--- src/rtl/mealy_fsm_pkg.sv ---
// rtl/mealy_fsm_pkg.sv - shared constants, table-entry type and index packing for mealy_fsm_prog
//
// Purpose : default parameter values for the programmable Mealy FSM, the
//           {next, out} table-entry layout at default widths, and the
//           {state, in} lookup-index packing helper.
// Ports   : none (package)

package mealy_fsm_pkg;

  localparam int DEF_STATE_W     = 3;
  localparam int DEF_IN_W        = 2;
  localparam int DEF_OUT_W       = 3;
  localparam int DEF_CNT_W       = 16;
  localparam int DEF_RESET_STATE = 0;

  typedef struct packed {
    logic [DEF_STATE_W-1:0] nxt;
    logic [DEF_OUT_W-1:0]   out;
  } tbl_entry_t;

  function automatic logic [DEF_STATE_W+DEF_IN_W-1:0] pack_idx(
    input logic [DEF_STATE_W-1:0] st,
    input logic [DEF_IN_W-1:0]    sym
  );
    return {st, sym};
  endfunction

endpackage

--- src/rtl/fsm_table_ram.sv ---
// rtl/fsm_table_ram.sv - transition/output table register file for mealy_fsm_prog
//
// Purpose : 2^(STATE_W+IN_W) entries of {next, out}. One synchronous write
//           port, one asynchronous read port. Reset makes every row a
//           self-loop (next = row state) with out = 0.
// Ports   : clk, rst (sync, active-low)
//           we, waddr, wnext, wout : write port, applied at the clock edge
//           raddr -> rnext, rout   : combinational read port

module fsm_table_ram
  import mealy_fsm_pkg::*;
#(
  parameter int STATE_W = DEF_STATE_W,
  parameter int IN_W    = DEF_IN_W,
  parameter int OUT_W   = DEF_OUT_W
) (
  input  logic                    clk,
  input  logic                    rst,
  input  logic                    we,
  input  logic [STATE_W+IN_W-1:0] waddr,
  input  logic [STATE_W-1:0]      wnext,
  input  logic [OUT_W-1:0]        wout,
  input  logic [STATE_W+IN_W-1:0] raddr,
  output logic [STATE_W-1:0]      rnext,
  output logic [OUT_W-1:0]        rout
);

  localparam int DEPTH = 1 << (STATE_W + IN_W);

  typedef struct packed {
    logic [STATE_W-1:0] nxt;
    logic [OUT_W-1:0]   out;
  } entry_t;

  entry_t mem_q [DEPTH];
  entry_t mem_d [DEPTH];

  always_comb begin
    for (int i = 0; i < DEPTH; i++) begin
      mem_d[i] = mem_q[i];
    end
    if (we) begin
      mem_d[waddr] = '{nxt: wnext, out: wout};
    end
  end

  // Row state is the upper STATE_W bits of the index, so each entry
  // points back at its own state after reset.
  always_ff @(posedge clk) begin
    if (!rst) begin
      for (int i = 0; i < DEPTH; i++) begin
        mem_q[i] <= '{nxt: STATE_W'(i >> IN_W), out: '0};
      end
    end else begin
      for (int i = 0; i < DEPTH; i++) begin
        mem_q[i] <= mem_d[i];
      end
    end
  end

  // Read reflects registered contents only: a same-cycle write is not seen.
  assign rnext = mem_q[raddr].nxt;
  assign rout  = mem_q[raddr].out;

endmodule

--- src/rtl/mealy_fsm_prog.sv ---
// rtl/mealy_fsm_prog.sv - runtime-programmable Mealy state machine
//
// Purpose : Mealy FSM whose transition/output table is loaded over a config
//           port. Adds run-enable, a registered output copy and a saturating
//           count of real state changes.
// Ports   : clk, rst (sync, active-low), en (run enable), in (input symbol)
//           cfg_we, cfg_addr={state,in}, cfg_next, cfg_out : table write
//           cnt_clr : synchronous clear of trans_cnt
//           out (combinational), out_q (out delayed one cycle),
//           state (current), trans_cnt (saturating)

module mealy_fsm_prog
  import mealy_fsm_pkg::*;
#(
  parameter int STATE_W     = DEF_STATE_W,
  parameter int IN_W        = DEF_IN_W,
  parameter int OUT_W       = DEF_OUT_W,
  parameter int CNT_W       = DEF_CNT_W,
  parameter int RESET_STATE = DEF_RESET_STATE
) (
  input  logic                    clk,
  input  logic                    rst,
  input  logic                    en,
  input  logic [IN_W-1:0]         in,
  input  logic                    cfg_we,
  input  logic [STATE_W+IN_W-1:0] cfg_addr,
  input  logic [STATE_W-1:0]      cfg_next,
  input  logic [OUT_W-1:0]        cfg_out,
  input  logic                    cnt_clr,
  output logic [OUT_W-1:0]        out,
  output logic [OUT_W-1:0]        out_q,
  output logic [STATE_W-1:0]      state,
  output logic [CNT_W-1:0]        trans_cnt
);

  logic [STATE_W-1:0] state_q, state_d;
  logic [OUT_W-1:0]   out_dly_q, out_dly_d;
  logic [CNT_W-1:0]   trans_cnt_q, trans_cnt_d;
  logic [STATE_W-1:0] tbl_next;
  logic [OUT_W-1:0]   tbl_out;
  logic               trans;

  fsm_table_ram #(
    .STATE_W (STATE_W),
    .IN_W    (IN_W),
    .OUT_W   (OUT_W)
  ) u_table (
    .clk   (clk),
    .rst   (rst),
    .we    (cfg_we),
    .waddr (cfg_addr),
    .wnext (cfg_next),
    .wout  (cfg_out),
    .raddr ({state_q, in}),
    .rnext (tbl_next),
    .rout  (tbl_out)
  );

  // State register (with out_q and counter)
  always_ff @(posedge clk) begin
    if (!rst) begin
      state_q     <= STATE_W'(RESET_STATE);
      out_dly_q   <= '0;
      trans_cnt_q <= '0;
    end else begin
      state_q     <= state_d;
      out_dly_q   <= out_dly_d;
      trans_cnt_q <= trans_cnt_d;
    end
  end

  // Next-state logic
  always_comb begin
    state_d     = en ? tbl_next : state_q;
    trans       = en && (tbl_next != state_q);
    trans_cnt_d = trans_cnt_q;
    if (cnt_clr) begin
      trans_cnt_d = '0;
    end else if (trans && (trans_cnt_q != {CNT_W{1'b1}})) begin
      trans_cnt_d = trans_cnt_q + 1'b1;
    end
  end

  // Output logic: disabled machine drives 0, which out_q then captures.
  always_comb begin
    out       = en ? tbl_out : '0;
    out_dly_d = out;
  end

  assign out_q     = out_dly_q;
  assign state     = state_q;
  assign trans_cnt = trans_cnt_q;

endmodule

--- config.mk ---
export PLATFORM = sky130hd
export DESIGN_NAME = mealy_fsm_prog
export DESIGN_NICKNAME = d
export VERILOG_FILES = /design/src/rtl/mealy_fsm_pkg.sv /design/src/rtl/fsm_table_ram.sv /design/src/rtl/mealy_fsm_prog.sv
export SDC_FILE = /design/constraint.sdc
export NUM_CORES = 1
export LEC_CHECK = 0
export ABC_CLOCK_PERIOD_IN_PS = 2850
export CAP_MARGIN = 25
export CORE_UTILIZATION = 45
export DETAILED_ROUTE_END_ITERATION = 10
export GPL_ROUTABILITY_DRIVEN = 0
export PLACE_DENSITY = 0.68
export SLEW_MARGIN = 20
export SYNTH_ARGS = -nofsm -noshare
export SYNTH_HDL_FRONTEND = slang
export SYNTH_SLANG_ARGS = --single-unit
--- constraint.sdc ---
create_clock -name clk -period 2.85 [get_ports clk]
set_input_delay 0.57 -clock clk [delete_from_list [all_inputs] [get_ports clk]]
set_output_delay 0.57 -clock clk [all_outputs]
set_load 0.02 [all_outputs]
==> flow_summary.toml, run 1 <==
[run_status]
status = "finished with violations"
failed_checks = "negative setup slack"

[synth]
synth_edf_count = 0
ys_seq_area_share_pct = 42.9
ys_ff_latch = 214
synth_flop_cell = "dfxtp_1"
yosysWarningCount = 0
synthTopCellsByCount = "dfxtp_1 (214), nand2_1 (147), mux2i_1 (128)"
synth_cells = 998
synth-async-reset-ratio_pct = 0
synth_most_common_cell = "dfxtp_1"
synth_cell_types = 51
synth_top_area_share_pct = 42.9
synth_area_sq_um = 9980
synth.largest_area_cell = "dfxtp_1"
synthTopCellsByArea = "dfxtp_1 (43%), mux2i_1 (13%), mux4_2 (12%)"
syn-num-nets = 1017
syn_avg_cell_area_sq_um = 10.0

[cts]
clkLatencyLatePin_ps = 510
holdBufCountCts = 0
clkSinkCount = 214
cts_max_path_buffers = 3
cts.clk_slew.worst_paths_ps = 60
cts_buffers = 23
cts-htree-levels = 1
cts_tree = "yes"
cts_root_buf = "clkbuf_16"

[worst_hold_path]
hold_path_class = "register to register"

[die]
die-area_sq_um = 22800
pin_count = 43
dieHeight_microns = 151
initial_utilization_pct = 45.9
core-area_sq_um = 21800
dieWidth_microns = 151
num_rows = 54

[setup_path]
r2r_cells = 11
cp_data_arrival_time_ps = 2360
startpoint_type = "input port"
path_cells = "buf_16 -> buf_12 -> mux4_2 -> mux4_2 -> mux2i_2 -> nor2b_2 -> buf_6"
critical_path_class = "input port to primary output"
crit_path_end_kind = "primary output"
r2r-start = "state[0]"
crit_path_start = "in[0]"
path_buf_inv = 3
worst_path_largest_cell_delay_ps = 550
cp.required_ps = 2280
cp_slowest_cell = "mux4_2"
critical-path-top-delay-family = "multiplexers"
crit_path_end = "out[1]"
cp_max_fo = 7
cp_common_cell = "mux4_2"
regToRegEndpoint = "trans_cnt[13]"
rrSetupSlack_ps = 80
path_depth = 7

[route]
drt-initial-drc-count = 630
antenna_violating_nets_post_route = 0
drc = 0
wl_per_cell_microns = 19.5
routed_via_density = 5.70
drt_wl_total_microns = 26800
vias = 7836
drtPass1Iterations = 5

[sta]
grt_setup_unrepaired = "true"
finalCritPeriodShare_pct = 103
drv_slew = 0
finalHoldViolCount = 0
clock.fmax_mhz = 341
relSlewSlack_pct = 62.3
layout_setup_ws_ps = -82.2
tightest_slew_ps = 564
finalSetupViolCount = 3
fin_skew_ps = 11.8
period_minus_slack_ps = 2930

[placement]
pre_cts_slack_ps = -558
place.detailed.hpwl_microns = 17400
place_inst = 1317
port_buffers = 42

[job]
max_cap_viol_count = 0

[power]
vdd_drop_max_mv = 0.345
power_uw = 6470
p_leak_uw = 0.00419
power.density_nw_per_um2 = 534

[finish]
finish.utilization_pct = 55.7
antenna_cells = 0
finalNetCount = 1098
fill_cells = 1851
fin_cells = 1375
area_growth_pct = 21.4
drive_gt1_share_pct = 19.8

[global_routing]
grt_max_degree = 147
antenna_found_initial = 0
grt_usage_pct = 23.8
grt_pass1_wl_microns = 41900
grt_pass1_vias = 7419
gr-total-overflow = 0
[stage by stage]
stage | setup TNS (ps) | area (sq um) | hold slack (ps)
2_1_floorplan | 0 | 10000 | 433
3_3_place_gp | -6510 | 11100 | 447
3_5_place_dp | -7150 | 11100 | 457
4_1_cts | -131 | 12000 | 466
5_1_grt | -422 | 12100 | 486
6_report | -152 | 12100 | 465
[state kept, by name, indices dropped and copies added, names as in the netlist]
name,count
out_q,3
state,3
trans_cnt,16
u_table.mem_q,192
[tightest hold or removal path, cell delays in order (launching register included)]
cell	delay (ps)
dfxtp_1	310
nand2_1	50
a21boi_0	60
[worst min-delay path by stage]
stage / from / to / slack, ps / depth (start not counted)
6_report: u_table.mem_q[1][3] / u_table.mem_q[1][3] / 470 / 2
5_1_grt: u_table.mem_q[8][0] / u_table.mem_q[8][0] / 490 / 2
4_1_cts: u_table.mem_q[10][1] / u_table.mem_q[10][1] / 470 / 2
3_5_place_dp: u_table.mem_q[28][3] / u_table.mem_q[28][3] / 460 / 2
3_3_place_gp: u_table.mem_q[10][5] / u_table.mem_q[10][5] / 450 / 2
2_1_floorplan: u_table.mem_q[21][3] / u_table.mem_q[21][3] / 430 / 2
[per-layer routing]
layer  global-route usage, %  up-vias  part of all wire (%)
met5                       0        -                     0
met3                    3.40       57                   6.6
li1                        -     3689                     -
met2                    37.4      292                    45
met1                    33.6     3798                    46
met4                    7.95        0                   2.9
[layout make-up]
cell class	count	area, sq um	area share [%]
Inverter	3	11.3	0.0929
Clock inverter	6	55.1	0.454
Tap cell	280	350	2.89
Sequential cell	214	4280	35.4
Multi-Input combinational cell	699	5420	44.7
Clock buffer	35	671	5.53
Timing Repair Buffer	138	1330	11.0
[where the power goes]
| group | switching, uW | internal (uW) |
|---|---|---|
| combinational | 299 | 248 |
| sequential | 18.0 | 3010 |
| clock | 1180 | 1710 |
[placed cells by master (no fill, tap or decap), types with 6 or more instances in the layout]
| master | Yosys | routed |
|---|---|---|
| mux2i_1 | 128 | 126 |
| mux4_2 | 51 | 51 |
| a21boi_0 | 69 | 69 |
| nor2_1 | 30 | 28 |
| and2_1 | 6 | 6 |
| a21oi_1 | 13 | 11 |
| clkbuf_16 | 0 | 23 |
| nand3_1 | 95 | 95 |
| buf_12 | 0 | 10 |
| nand2_1 | 147 | 146 |
| clkdlybuf4s50_1 | 0 | 36 |
| clkbuf_1 | 67 | 7 |
| buf_4 | 2 | 83 |
| dfxtp_1 | 214 | 214 |
| nor2b_1 | 88 | 86 |
[cell families after synthesis]
logic type                 share of synthesized area (%)
AOI/OAI and AO/OA                                   8.06
muxes                                               24.8
adders and majority gates                          0.125
and+or+nand+nor                                     20.0
buffers and inverters                               3.80
DFF                                                 42.9
xor gates and xnor gates                           0.338
[what timing repair did]
item	4_1_cts	5_1_grt
cloned	2	2
setup buffers	7	6
pin swaps	0	6
endpoints found under the hold margin	0	0
setup endpoints to repair	3	11
resized for setup	29	11
Note: power is estimated with default switching activity, not from simulation.
==> run 2, diff against run 1 <==
Settings changed: GPL_ROUTABILITY_DRIVEN 0 to not set.
==> results of run 2 <==
Same layout as run 1: the final DEF is identical, and so are final timing and power.
==> run 3, diff against run 2 <==
Settings changed: ABC_CLOCK_PERIOD_IN_PS 2850 to 2800, PLACE_DENSITY 0.68 to 0.65.
Clock period 2.85 ns to 2.8 ns, I/O delays scaled along.
==> run 3 against run 2 <==
  * The flow still finishes with violations (negative setup slack)
  * Cell count fell by 0.58%
  * Via count down 2.0%
  * Wire length shrank 2.9%
  * Combinational power about the same
  * Register-to-register slack improved by 60 ps
  * Die area unchanged
  * Critical path type unchanged
  * Largest power group is now the clock network
==> flow_summary.toml, run 3 (same netlist as run 1, synthesis figures left out) <==
[die]
initial_utilization_pct = 45.9
dieHeight_microns = 151
die-area_sq_um = 22800
core-area_sq_um = 21800
num_rows = 54
dieWidth_microns = 151
pin_count = 43

[power]
power.density_nw_per_um2 = 563
vdd_drop_max_mv = 0.395
power_uw = 6810
p_leak_uw = 0.00417

[run_status]
failed_checks = "negative setup slack"
status = "finished with violations"

[setup_path]
cp_data_arrival_time_ps = 2330
rrSetupSlack_ps = 140
r2r-start = "state[0]"
cp.required_ps = 2240
r2r_cells = 11
cp_max_fo = 8
startpoint_type = "input port"
cp_slowest_cell = "mux4_2"
path_buf_inv = 3
regToRegEndpoint = "trans_cnt[10]"
critical-path-top-delay-family = "multiplexers"
worst_path_largest_cell_delay_ps = 520
crit_path_end_kind = "primary output"
critical_path_class = "input port to primary output"
path_cells = "buf_12 -> buf_12 -> mux4_2 -> mux4_2 -> mux2i_1 -> nor2b_1 -> buf_4"

[finish]
area_growth_pct = 21.2
largest-register = "u_table.mem_q"
largest_reg_flops = 192
drive_gt1_share_pct = 19.0
finalNetCount = 1094
multiInputGateArea_sq_um = 5410
ff_latch_area_sq_um = 4280
final_area_sq_um = 12100
fill_cells = 1905
mostFrequentLayoutCells = "dfxtp_1 (214), nand2_1 (147), mux2i_1 (127), nand3_1 (95), nor2b_1 (87)"
layout_commonest_cell = "dfxtp_1"
antenna_cells = 0

[sta]
drv_slew = 0
layout_setup_ws_ps = -87.3
fin_skew_ps = 6.88
clock.fmax_mhz = 346
period_minus_slack_ps = 2890
finalSetupViolCount = 3
finalHoldViolCount = 0
finalCritPeriodShare_pct = 103
relSlewSlack_pct = 49.0
grt_setup_unrepaired = "true"
tightest_slew_ps = 764

[route]
drt-initial-drc-count = 484
antenna_violating_nets_post_route = 0
drc = 0
routed_via_density = 5.62
vias = 7678
drt_wl_total_microns = 26000
wl_per_cell_microns = 19.0
drtPass1Iterations = 5

[placement]
place.detailed.hpwl_microns = 16900
dpl-instance-area_sq_um = 11100
gp_congestion = 0.827
port_buffers = 42

[global_routing]
grt_pass1_wl_microns = 41000
grt_usage_pct = 23.3
grt_pass1_vias = 7283
gr-total-overflow = 0
grt_max_degree = 88
antenna_found_initial = 0

[cts]
cts-htree-levels = 1
clkSinkCount = 214
cts_tree = "yes"
clkLatencyLatePin_ps = 500
cts_max_path_buffers = 3
cts.clk_slew.worst_paths_ps = 60
cts_buffers = 23
holdBufCountCts = 0
cts_root_buf = "clkbuf_16"

[worst_hold_path]
hold_depth = 2
min_to = "state[1]"
min_from = "rst"
hold_path_class = "input port to register"

[job]
max_cap_viol_count = 0
-- run 3: changes by cell type in the layout (fill, tap and decap cells not counted), moves of 2 or more --
cell | before | now
clkbuf_1 | 7 | 3
clkinv_2 | 5 | 3
bufinv_16 | 1 | 4
buf_6 | 5 | 2
or4_1 | 5 | 7
or4_4 | 2 | 0
-- run 3: layer usage --
layer | part of all wire (%) | track usage (%) | up-vias
met5 | 0 | 0 | -
met4 | 2.5 | 6.65 | 0
met3 | 5.1 | 2.98 | 37
met2 | 45 | 36.6 | 203
met1 | 47 | 33.4 | 3754
li1 | - | - | 3684
-- run 3: worst max-delay path by stage --
| stage | start | end | slack, ps | depth (start not counted) |
|---|---|---|---|---|
| floorplan | in[0] | out[0] | 2 | 7 |
| global placement | in[0] | trans_cnt[3] | -520 | 12 |
| detailed placement | in[0] | trans_cnt[3] | -540 | 13 |
| CTS | in[0] | out[0] | -60 | 7 |
| global route | in[0] | out[0] | -150 | 7 |
| finish | in[0] | out[0] | -90 | 7 |
-- run 3: final cells by class --
cell class              instances  area share, %
multi-input cells             699           44.7
flip-flops and latches        214           35.4
repair buffers                134           10.5
clock buffers                  30           5.30
well taps                     280           2.90
clock inverters                 7           1.12
inverters                       3         0.0931
-- run 3: what timing repair did --
action	in CTS	in global routing
endpoints found under the setup margin	7	12
cloned	2	1
buffers inserted	4	8
gates resized for setup	23	8
pin swaps	0	8
-- run 3: where the power goes --
part	leakage [uW]	total [uW]	internal [uW]	switching, uW
sequential	0.00173	3090	3070	17.2
clock	0.000384	3180	1960	1210
combinational	0.00206	548	249	299
total	0.00417	6810	5280	1530
-- run 3: metrics by stage --
stage	setup slack [ps]	setup TNS, ps	util [%]	hold slack (ps)	std cells
floorplan	2.49	0	-	433	998
detailed placement	-538	-7830	51.0	452	1315
CTS	-64.5	-178	55.1	361	1358
global placement	-518	-7090	51.0	448	1315
finish	-87.3	-166	55.6	367	1367
global route	-146	-509	55.6	373	1367
